### config.mk
export PLATFORM = sky130hd
export DESIGN_NAME = stb_sample_seq
export DESIGN_NICKNAME = d
export VERILOG_FILES = /design/src/rtl/meas_pkg.sv /design/src/rtl/sync_ff.sv /design/src/rtl/stb_sample_seq.sv
export SDC_FILE = /design/constraint.sdc
export NUM_CORES = 1
export LEC_CHECK = 0
export CAP_MARGIN = 20
export CORE_AREA = 2 2 95 97
export DETAILED_ROUTE_END_ITERATION = 12
export DIE_AREA = 0 0 97 99
export GPL_TIMING_DRIVEN = 0
export HOLD_SLACK_MARGIN = 0.05
export PLACE_DENSITY = 0.75
export REMOVE_ABC_BUFFERS = 1
export SYNTH_ARGS = -nofsm -noshare
export SYNTH_HDL_FRONTEND = slang
export SYNTH_HIERARCHICAL = 1
export SYNTH_SLANG_ARGS = --single-unit
### constraint.sdc
create_clock -name clk_i -period 2.27 [get_ports clk_i]
set_clock_uncertainty 0.05 [all_clocks]
set_input_delay 0.454 -clock clk_i [delete_from_list [all_inputs] [get_ports clk_i]]
set_output_delay 0.454 -clock clk_i [all_outputs]
set_load 0.02 [all_outputs]
### src/rtl/meas_pkg.sv
// meas_pkg: sequencer state encoding and run-status codes shared by the
// strobe sampling sequencer and its environment.
package meas_pkg;
   typedef enum logic [2:0] {
      IDLE,
      REQ_LOW,
      REQ_HIGH,
      WAIT_VALID,
      SETTLE,
      SAMPLE,
      DONE
   } seq_state_e;

   localparam logic [1:0] ERR_OK   = 2'b00;
   localparam logic [1:0] ERR_TMO  = 2'b01;
   localparam logic [1:0] ERR_NRDY = 2'b10;
endpackage

### src/rtl/sync_ff.sv
// sync_ff: multi-stage flop synchroniser for signals from another clock
// domain.
module sync_ff #(
   parameter int WIDTH  = 1,
   parameter int STAGES = 2
) (
   input  logic             clk_i,
   input  logic             arstn_i,
   input  logic [WIDTH-1:0] d_i,
   output logic [WIDTH-1:0] q_o
);
   logic [STAGES-1:0][WIDTH-1:0] stage_q;

   always_ff @(posedge clk_i or negedge arstn_i)
      if (!arstn_i) stage_q <= '0;
      else          stage_q <= {stage_q[STAGES-2:0], d_i};

   assign q_o = stage_q[STAGES-1];
endmodule

### src/rtl/stb_sample_seq.sv
// stb_sample_seq: requests strobes from a generator, waits for each strobe
// to become valid and settle, then samples a comparator and counts its hits.
module stb_sample_seq
   import meas_pkg::*;
#(
   parameter int CNT_WIDTH     = 16,
   parameter int TMO_WIDTH     = 24,
   parameter int SETTLE_CYCLES = 4
) (
   input  logic                 clk_i,
   input  logic                 arstn_i,
   input  logic                 start_i,
   input  logic [CNT_WIDTH-1:0] n_samples_i,
   input  logic                 stb_rdy_i,
   input  logic                 stb_valid_i,
   output logic                 stb_req_o,
   input  logic                 cmp_i,
   output logic                 busy_o,
   output logic                 done_o,
   output logic [CNT_WIDTH-1:0] hits_o,
   output logic [1:0]           err_o
);
   localparam int SW = $clog2(SETTLE_CYCLES + 1);
   // The wait that starts at zero times out on its (2**TMO_WIDTH-1)th cycle.
   localparam logic [TMO_WIDTH-1:0] TMO_LAST    = {{(TMO_WIDTH-1){1'b1}}, 1'b0};
   localparam logic [SW-1:0]        SETTLE_LAST = SW'(SETTLE_CYCLES - 1);

   seq_state_e           state_q, state_d;
   logic [CNT_WIDTH-1:0] remaining_q, remaining_d;
   logic [CNT_WIDTH-1:0] hits_q, hits_d;
   logic [CNT_WIDTH-1:0] hits_out_q;
   logic [TMO_WIDTH-1:0] tmo_q, tmo_d;
   logic [SW-1:0]        settle_q, settle_d;
   logic [1:0]           err_d, err_out_q;
   logic                 valid_prev_q;
   logic                 cmp_s;
   logic                 valid_rise;

   sync_ff #(.WIDTH(1), .STAGES(2)) u_cmp_sync (
      .clk_i  (clk_i),
      .arstn_i(arstn_i),
      .d_i    (cmp_i),
      .q_o    (cmp_s)
   );

   assign valid_rise = stb_valid_i & ~valid_prev_q;

   always_comb begin
      state_d     = state_q;
      remaining_d = remaining_q;
      hits_d      = hits_q;
      tmo_d       = tmo_q;
      settle_d    = settle_q;
      err_d       = ERR_OK;
      case (state_q)
         IDLE:
            if (start_i) begin
               hits_d = '0;
               if (!stb_rdy_i) begin
                  state_d = DONE;
                  err_d   = ERR_NRDY;
               end else if (n_samples_i == '0) begin
                  state_d = DONE;
               end else begin
                  remaining_d = n_samples_i;
                  state_d     = REQ_LOW;
               end
            end
         REQ_LOW:  state_d = REQ_HIGH;
         REQ_HIGH: begin
            tmo_d   = '0;
            state_d = WAIT_VALID;
         end
         WAIT_VALID: begin
            tmo_d    = tmo_q + 1'b1;
            settle_d = '0;
            if (valid_rise) state_d = SETTLE;
            else if (tmo_q == TMO_LAST) begin
               state_d = DONE;
               err_d   = ERR_TMO;
            end
         end
         SETTLE: begin
            settle_d = settle_q + 1'b1;
            state_d  = (settle_q == SETTLE_LAST) ? SAMPLE : SETTLE;
         end
         SAMPLE: begin
            hits_d      = hits_q + {{(CNT_WIDTH-1){1'b0}}, cmp_s};
            remaining_d = remaining_q - 1'b1;
            state_d     = (remaining_q == CNT_WIDTH'(1)) ? DONE : REQ_LOW;
         end
         DONE:    state_d = IDLE;
         default: state_d = IDLE;
      endcase
   end

   // Result registers load on entry to DONE so they are valid with done_o.
   always_ff @(posedge clk_i or negedge arstn_i)
      if (!arstn_i) begin
         state_q      <= IDLE;
         remaining_q  <= '0;
         hits_q       <= '0;
         tmo_q        <= '0;
         settle_q     <= '0;
         valid_prev_q <= 1'b0;
         hits_out_q   <= '0;
         err_out_q    <= ERR_OK;
      end else begin
         state_q      <= state_d;
         remaining_q  <= remaining_d;
         hits_q       <= hits_d;
         tmo_q        <= tmo_d;
         settle_q     <= settle_d;
         valid_prev_q <= stb_valid_i;
         if (state_d == DONE) begin
            hits_out_q <= hits_d;
            err_out_q  <= err_d;
         end
      end

   assign busy_o    = state_q != IDLE;
   assign done_o    = state_q == DONE;
   assign stb_req_o = state_q inside {REQ_HIGH, WAIT_VALID, SETTLE, SAMPLE};
   assign hits_o    = hits_out_q;
   assign err_o     = err_out_q;
endmodule

==> out/summary.txt, run 1 <==
CP Data Required Time -> 2470 ps
Rel. slew slack -> 54.3%
commonest non-fill, non-tap cell in the layout -> dfrtp_1
critical path peak fanout -> 4
ant diodes -> 0
Initial Util -> 51.0%
antenna violations before repair -> 0
CTS H-tree lvls -> 3
Worst-path clk slew -> 90 ps
Reg-to-Reg Start -> remaining_q[13]$_DFFE_PN0P_
pre-CTS setup slack -> -843 ps
area leader, netlist -> dfrtp_1
number of synthesized register bits -> 83
final hold violation count -> 0
Post-synth ARST share -> 100%
RSZ-0062 raised after global routing -> yes
first-pass GRT wire length -> 17900 um
vias in the first global route -> 3649
instance count of the mapped netlist -> 446
yosys warns -> 6
total track usage -> 22.8%
Final HPWL DP -> 6620 um
critical path capture point type -> flip-flop
vias -> 3782
Arr. time, crit path -> 2500 ps
Cell Rows -> 34
CTS Sinks -> 83
hold wc startpoint -> u_cmp_sync/stage_q[0]$_DFF_PN0_
setup TNS -> -52.3 ps
Pleak -> 2.26 nW
Yosys cell types -> 58
router iterations before antenna repair -> 5
WHS Endpoint -> u_cmp_sync/q_o$_DFF_PN0_
DRC viols -> 0
Synth top area share -> 47.7%
setup ws final -> -31.5 ps
Detailed Route WL -> 11000 um
die area -> 9600 um2
setup violators final -> 6
commonest cells after routing, fill and taps aside -> dfrtp_1, nand2_1, o21ai_0
largest net degree at the start of global routing -> 55
Max Fclk -> 435 MHz
CTS tree -> done
CTS Root Cell -> clkbuf_8
DR WL/cell -> 17.8 um
EDFF count, synth -> 0
Pwr Density -> 1030 nW/um2
Final period util -> 101%
Filler Cell Count -> 655
Synth area leaders -> dfrtp_1, o21ai_0, nand2_1
type of origin of the critical path -> flip-flop
critical path type -> reg -> reg
grt total ovfl -> 0
worst slew pin tran -> 682 ps
reg2reg setup slack -> -30 ps
die height -> 99 um
Final GP Congestion -> 0.816
clk buf depth -> 2
area delta synth->final -> 22.9%
port buffer count -> 42
cts bufs inserted -> 9
Hold Path Depth -> 0
hold crit path type -> reg -> reg
DR iter-0 viols -> 267
Core Area -> 8550 um2
status -> complete, but fails checks
ANT nets after route -> 0
Max Cap Viol -> 0
Worst-Skew Late Latency -> 360 ps
Seq/Total Area, Yosys -> 47.7%
capturing point of the worst reg2reg path -> hits_o[15]$_DFFE_PN0N_
max-slew violation count -> 0
IO Count -> 43
via/cell ratio -> 6.15
Syn Std Cell Area -> 4360 um2
Layout Nets -> 533
min cycle time layout -> 2300 ps
VDD IR max -> 0.000425 V
Die Wd -> 97 um
reg2reg path depth -> 6
Top FF cell, synth -> dfrtp_1
Avg Inst Size Synth -> 9.77 um2
layout cells sized above 1 -> 17.2%
failing checks -> setup timing
[registers in the layout (all words and copies together) (netlist names)]
signal              cells
settle_q                3
state_q                 3
err_o                   2
tmo_q                  24
u_cmp_sync/stage_q      1
hits_o                 16
hits_q                 16
valid_prev_q            1
u_cmp_sync/q_o          1
remaining_q            16
[per-layer routing]
layer	global-route usage, %	up-vias	wire, um	part of all wire, %
li1	-	1776	-	-
met5	0	-	0	0
met2	37.4	128	5410	49
met3	5.74	12	650	5.9
met4	6.50	0	117	1.1
met1	30.3	1866	4780	44
[per-stage QoR]
step / hold WS, ps / instance area, um2 / instances / util (%) / total power, mW
2_1_floorplan: 108 / 4240 / 424 / - / 3.46
3_3_place_gp: 291 / 4800 / 574 / 56.1 / 4.14
3_5_place_dp: 285 / 4850 / 576 / 56.7 / 4.24
4_1_cts: 297 / 5260 / 606 / 61.6 / 5.46
5_1_grt: 302 / 5360 / 615 / 62.6 / 5.85
6_report: 296 / 5360 / 615 / 62.6 / 5.52
[cells in the mapped netlist, types with 3 or more instances]
| master | number |
|---|---|
| inv_1 | 9 |
| a311oi_1 | 3 |
| clkbuf_1 | 16 |
| dfrtp_1 | 83 |
| a21o_1 | 5 |
| o22ai_1 | 5 |
| nand2b_1 | 3 |
| ha_1 | 8 |
| nand3b_1 | 3 |
| nand3_1 | 22 |
| and3_1 | 8 |
| and4_1 | 7 |
| nor2_1 | 36 |
| nand2_1 | 42 |
| nor2b_1 | 5 |
| mux2_2 | 7 |
| or4_1 | 8 |
| mux2_4 | 9 |
| or3_1 | 6 |
| nand4_1 | 15 |
| a41oi_1 | 3 |
| o21ai_0 | 37 |
| o211ai_1 | 5 |
| a31oi_1 | 6 |
| xnor2_1 | 9 |
| a21oi_1 | 24 |
| nor3_1 | 12 |
| o31ai_1 | 11 |
| and2_1 | 5 |
[logic make-up after synthesis]
family,after synthesis,share of synthesized area (%)
flops,83,47.7
fa+ha+maj,8,2.30
simple gates,183,22.4
compound gates,116,17.5
mux,16,4.91
xor+xnor,9,1.81
buf+inv,31,3.42
[critical path: stages, from the launching register on]
cell and delay [ps]:
dfrtp_1 410, or4_4 570, nor4_4 200, nand4_1 250, nand3_4 230, buf_4 160, mux2_2 330
[layout make-up]
type / count / area, um2 / share of cell area (%)
multi-input combinational: 334 / 2240 / 41.9
sequential: 83 / 2090 / 39.0
timing repair buffer: 66 / 668 / 12.5
clock buffer: 12 / 165 / 3.08
tap: 108 / 135 / 2.52
inverter: 9 / 33.8 / 0.631
clock inverter: 3 / 22.5 / 0.421
[power by group]
| part | internal, mW | switching [mW] | total [mW] |
|---|---|---|---|
| sequential | 1.92 | 0.511 | 2.44 |
| clock | 0.482 | 0.543 | 1.02 |
| combinational | 0.972 | 1.09 | 2.06 |
| total | 3.38 | 2.14 | 5.52 |
[how the worst max path moves through the flow]
stage / from / endpoint / slack (ps) / cells after the start
floorplan: state_q[0]$_DFF_PN0_ / hits_o[15]$_DFFE_PN0N_ / -260 / 4
global placement: arstn_i / u_cmp_sync/stage_q[0]$_DFF_PN0_ / -2260 / 1
detailed placement: n_samples_i[2] / state_q[0]$_DFF_PN0_ / -840 / 6
CTS: remaining_q[13]$_DFFE_PN0P_ / hits_o[4]$_DFFE_PN0N_ / -50 / 6
global route: remaining_q[13]$_DFFE_PN0P_ / hits_o[15]$_DFFE_PN0N_ / -80 / 6
finish: remaining_q[13]$_DFFE_PN0P_ / hits_o[15]$_DFFE_PN0N_ / -30 / 6
[what timing repair did]
action                                  in CTS  in global routing
gates cloned                                 2                  1
resized for setup                           48                  9
hold buffers                                 1                  0
endpoints found under the setup margin      58                 29
pin swaps                                    9                  5
hold endpoints to repair                    29                  0
setup buffers                               12                  8
Power figures use the tool's default switching activity.
==> run 2, diff against run 1 <==
CORE_AREA = 2 2 94 96   (was 2 2 95 97)
DIE_AREA = 0 0 96 98   (was 0 0 97 99)
PLACE_DENSITY = 0.76   (was 0.75)
SYNTH_HIERARCHICAL = not set   (was 1)
==> run 2 against run 1 <==
Combinational power barely moved. Critical path type unchanged. Die area fell by 2.0%. First-iteration DRC count fell by 17%. The flow still finishes with violations (setup timing). Critical endpoint is now hits_o[5]$_DFFE_PN0N_. Area after synthesis fell by 1.3%.
==> out/summary.txt, run 2 <==
number of synthesized register bits -> 83 (unchanged)
hold crit path type -> in -> async (was reg -> reg)
Synth area leaders -> dfrtp_1, nand2_1, mux2_4 (was dfrtp_1, o21ai_0, nand2_1)
CTS H-tree lvls -> 3 (unchanged)
instance count of the mapped netlist -> 441 (was 446)
area delta synth->final -> 22.4% (was 22.9%)
largest net degree at the start of global routing -> 44 (was 55)
commonest non-fill, non-tap cell in the layout -> dfrtp_1 (unchanged)
failing checks -> setup timing (unchanged)
Cell Rows -> 34 (unchanged)
critical path type -> reg -> reg (unchanged)
max FFs per register -> 24 (unchanged)
CTS Root Cell -> clkbuf_8 (unchanged)
Die Wd -> 96 um (was 97 um)
router iterations before antenna repair -> 6 (was 5)
top cells by count, synth -> dfrtp_1, nand2_1, nor2_1 (was dfrtp_1, nand2_1, o21ai_0)
Detailed Route WL -> 10300 um (was 11000 um)
Yosys cell types -> 54 (was 58)
type of origin of the critical path -> flip-flop (unchanged)
Hold Slack -> 26.6 ps (was 296 ps)
clk buf depth -> 2 (unchanged)
status -> complete, but fails checks (unchanged)
Syn Std Cell Area -> 4300 um2 (was 4360 um2)
antenna violations before repair -> 0 (unchanged)
via/cell ratio -> 6.06 (was 6.15)
Layout Nets -> 525 (was 533)
Setup crit start -> remaining_q[10]$_DFFE_PN0P_ (was remaining_q[13]$_DFFE_PN0P_)
post-synthesis mux area share -> 6.43% (was 4.91%)
Final GP Congestion -> 0.862 (was 0.816)
grt total ovfl -> 0 (unchanged)
final hold violation count -> 0 (unchanged)
main combinational cell family by area after synthesis -> simple AND/OR/NAND/NOR gates (unchanged)
worst slew pin tran -> 593 ps (was 682 ps)
setup TNS -> -3140 ps (was -52.3 ps)
Reg-to-Reg Start -> remaining_q[10]$_DFFE_PN0P_ (was remaining_q[13]$_DFFE_PN0P_)
pre-CTS setup slack -> -861 ps (was -843 ps)
Post-CTS Hold Buffers -> 0 (was 1)
ANT nets after route -> 0 (unchanged)
Core Area -> 8470 um2 (was 8550 um2)
Seq/Total Area, Yosys -> 48.3% (was 47.7%)
die height -> 98 um (was 99 um)
Finished Core Util -> 62.1% (was 62.6%)
VDD IR max -> 0.000588 V (was 0.000425 V)
Worst-path clk slew -> 90 ps (about the same)
commonest cells after routing, fill and taps aside -> dfrtp_1, nand2_1, clkdlybuf4s50_1 (was dfrtp_1, nand2_1, o21ai_0)
area leader, netlist -> dfrtp_1 (unchanged)
cts bufs inserted -> 9 (unchanged)
Final HPWL DP -> 6670 um (was 6620 um)
RSZ-0062 raised after global routing -> yes (unchanged)
Final period util -> 109% (was 101%)
EDFF count, synth -> 0 (unchanged)
setup violators final -> 19 (was 6)
first-pass GRT wire length -> 17400 um (was 17900 um)
setup ws final -> -213 ps (was -31.5 ps)
post-synthesis compound-gate area fraction -> 13.6% (was 17.5%)
CTS Sinks -> 83 (unchanged)
Top FF cell, synth -> dfrtp_1 (unchanged)
die area -> 9410 um2 (was 9600 um2)
IO Count -> 43 (unchanged)
vias in the first global route -> 3614 (was 3649)
most flop-heavy register -> tmo_q (unchanged)
DR WL/cell -> 16.9 um (was 17.8 um)
Initial Util -> 50.8% (was 51.0%)
critical path capture point type -> flip-flop (unchanged)
min cycle time layout -> 2480 ps (was 2300 ps)
ant diodes -> 0 (unchanged)
simple-gate portion of the synthesized area -> 24.0% (was 22.4%)
critical path peak fanout -> 8 (was 4)
Rel. slew slack -> 60.3% (was 54.3%)
Max Fclk -> 403 MHz (was 435 MHz)
XOR/XNOR share of the synthesized area -> 2.04% (was 1.81%)
DR iter-0 viols -> 222 (was 267)
Pwr Total -> 5.55 mW (was 5.52 mW)
Worst-Skew Late Latency -> 350 ps (was 360 ps)
Synth top area share -> 48.3% (was 47.7%)
Pwr Density -> 1050 nW/um2 (was 1030 nW/um2)
Post-Synth Adder-Cell Area -> 2.33% (was 2.30%)
vias -> 3682 (was 3782)
CTS tree -> done (unchanged)
Arr. time, crit path -> 2670 ps (was 2500 ps)
Post-synth ARST share -> 100% (unchanged)
Avg Inst Size Synth -> 9.75 um2 (was 9.77 um2)
yosys warns -> 0 (was 6)
port buffer count -> 42 (unchanged)
CP Data Required Time -> 2450 ps (was 2470 ps)
max-slew violation count -> 0 (unchanged)
Pleak -> 2.15 nW (was 2.26 nW)
most frequent cell after synthesis -> dfrtp_1 (unchanged)
total track usage -> 23.4% (was 22.8%)
DRC viols -> 0 (unchanged)
Max Cap Viol -> 0 (unchanged)
layout cells sized above 1 -> 14.6% (was 17.2%)
## run 2: critical path: stages (launching register included)
cell and delay, ps:
dfrtp_1 390, or4_4 550, or2_4 250, or4_4 510, nand3_4 150, buf_12 170
mux2_4 310
## run 2: per-stage QoR
stage / instance area (um2) / std cells
2_1_floorplan: 4220 / 424
5_1_grt: 5260 / 608
6_report: 5260 / 608
4_1_cts: 5230 / 605
3_5_place_dp: 4810 / 576
3_3_place_gp: 4770 / 574
## run 2: area by class of cell
cell class	count	area (um2)
clock buffers	9	124
well taps	108	135
multi-input cells	324	2160
fillers	684	3200
repair buffers	60	611
inverters	17	63.8
clock inverters	7	81.3
flip-flops and latches	83	2080
## run 2: cell families after synthesis
family,count (synthesis)
AO/OA/AOI/OAI,87
multiplexers,22
AND/OR/NAND/NOR,197
buffers and inverters,34
adder cells (fa/ha/maj),8
flip-flops,83
XOR/XNOR,10
## run 2: final timing paths
| check | to | slack, ps | depth (start not counted) |
|---|---|---|---|
| worst max-delay path | hits_o[5]$_DFFE_PN0N_ | -210 | 6 |
| max in group asynchronous | state_q[0]$_DFF_PN0_ | 1540 | 2 |
| worst min register to register | u_cmp_sync.q_o$_DFF_PN0_ | 310 | 0 |
| min in group clk_i | u_cmp_sync.q_o$_DFF_PN0_ | 310 | 0 |
| worst min-delay path | tmo_q[19]$_DFFE_PN0P_ | 30 | 1 |
| worst max register to register | hits_o[5]$_DFFE_PN0N_ | -210 | 6 |
## run 2: what timing repair did
| action | in CTS | in global routing |
|---|---|---|
| gates resized for setup | 30 | 2 |
| endpoints found under the hold margin | 0 | 0 |
| setup endpoints to repair | 49 | 25 |
| cloned | 1 | 0 |
| setup buffers | 12 | 3 |
| pin swaps | 5 | 3 |
## run 2: metal layers
metal / up-vias / global-route usage (%) / share of wire [%]
li1: 1751 / - / -
met1: 1778 / 32.6 / 45
met2: 139 / 37.2 / 49
met3: 14 / 4.48 / 5.0
met4: 0 / 6.81 / 1.3
met5: - / 0 / 0
## run 2: power by group
group / switching (mW) / total (mW) / internal (mW)
Sequential: 0.465 / 2.36 / 1.89
Combinational: 1.08 / 2.08 / 1.00
Clock: 0.584 / 1.11 / 0.526
Total: 2.12 / 5.55 / 3.43
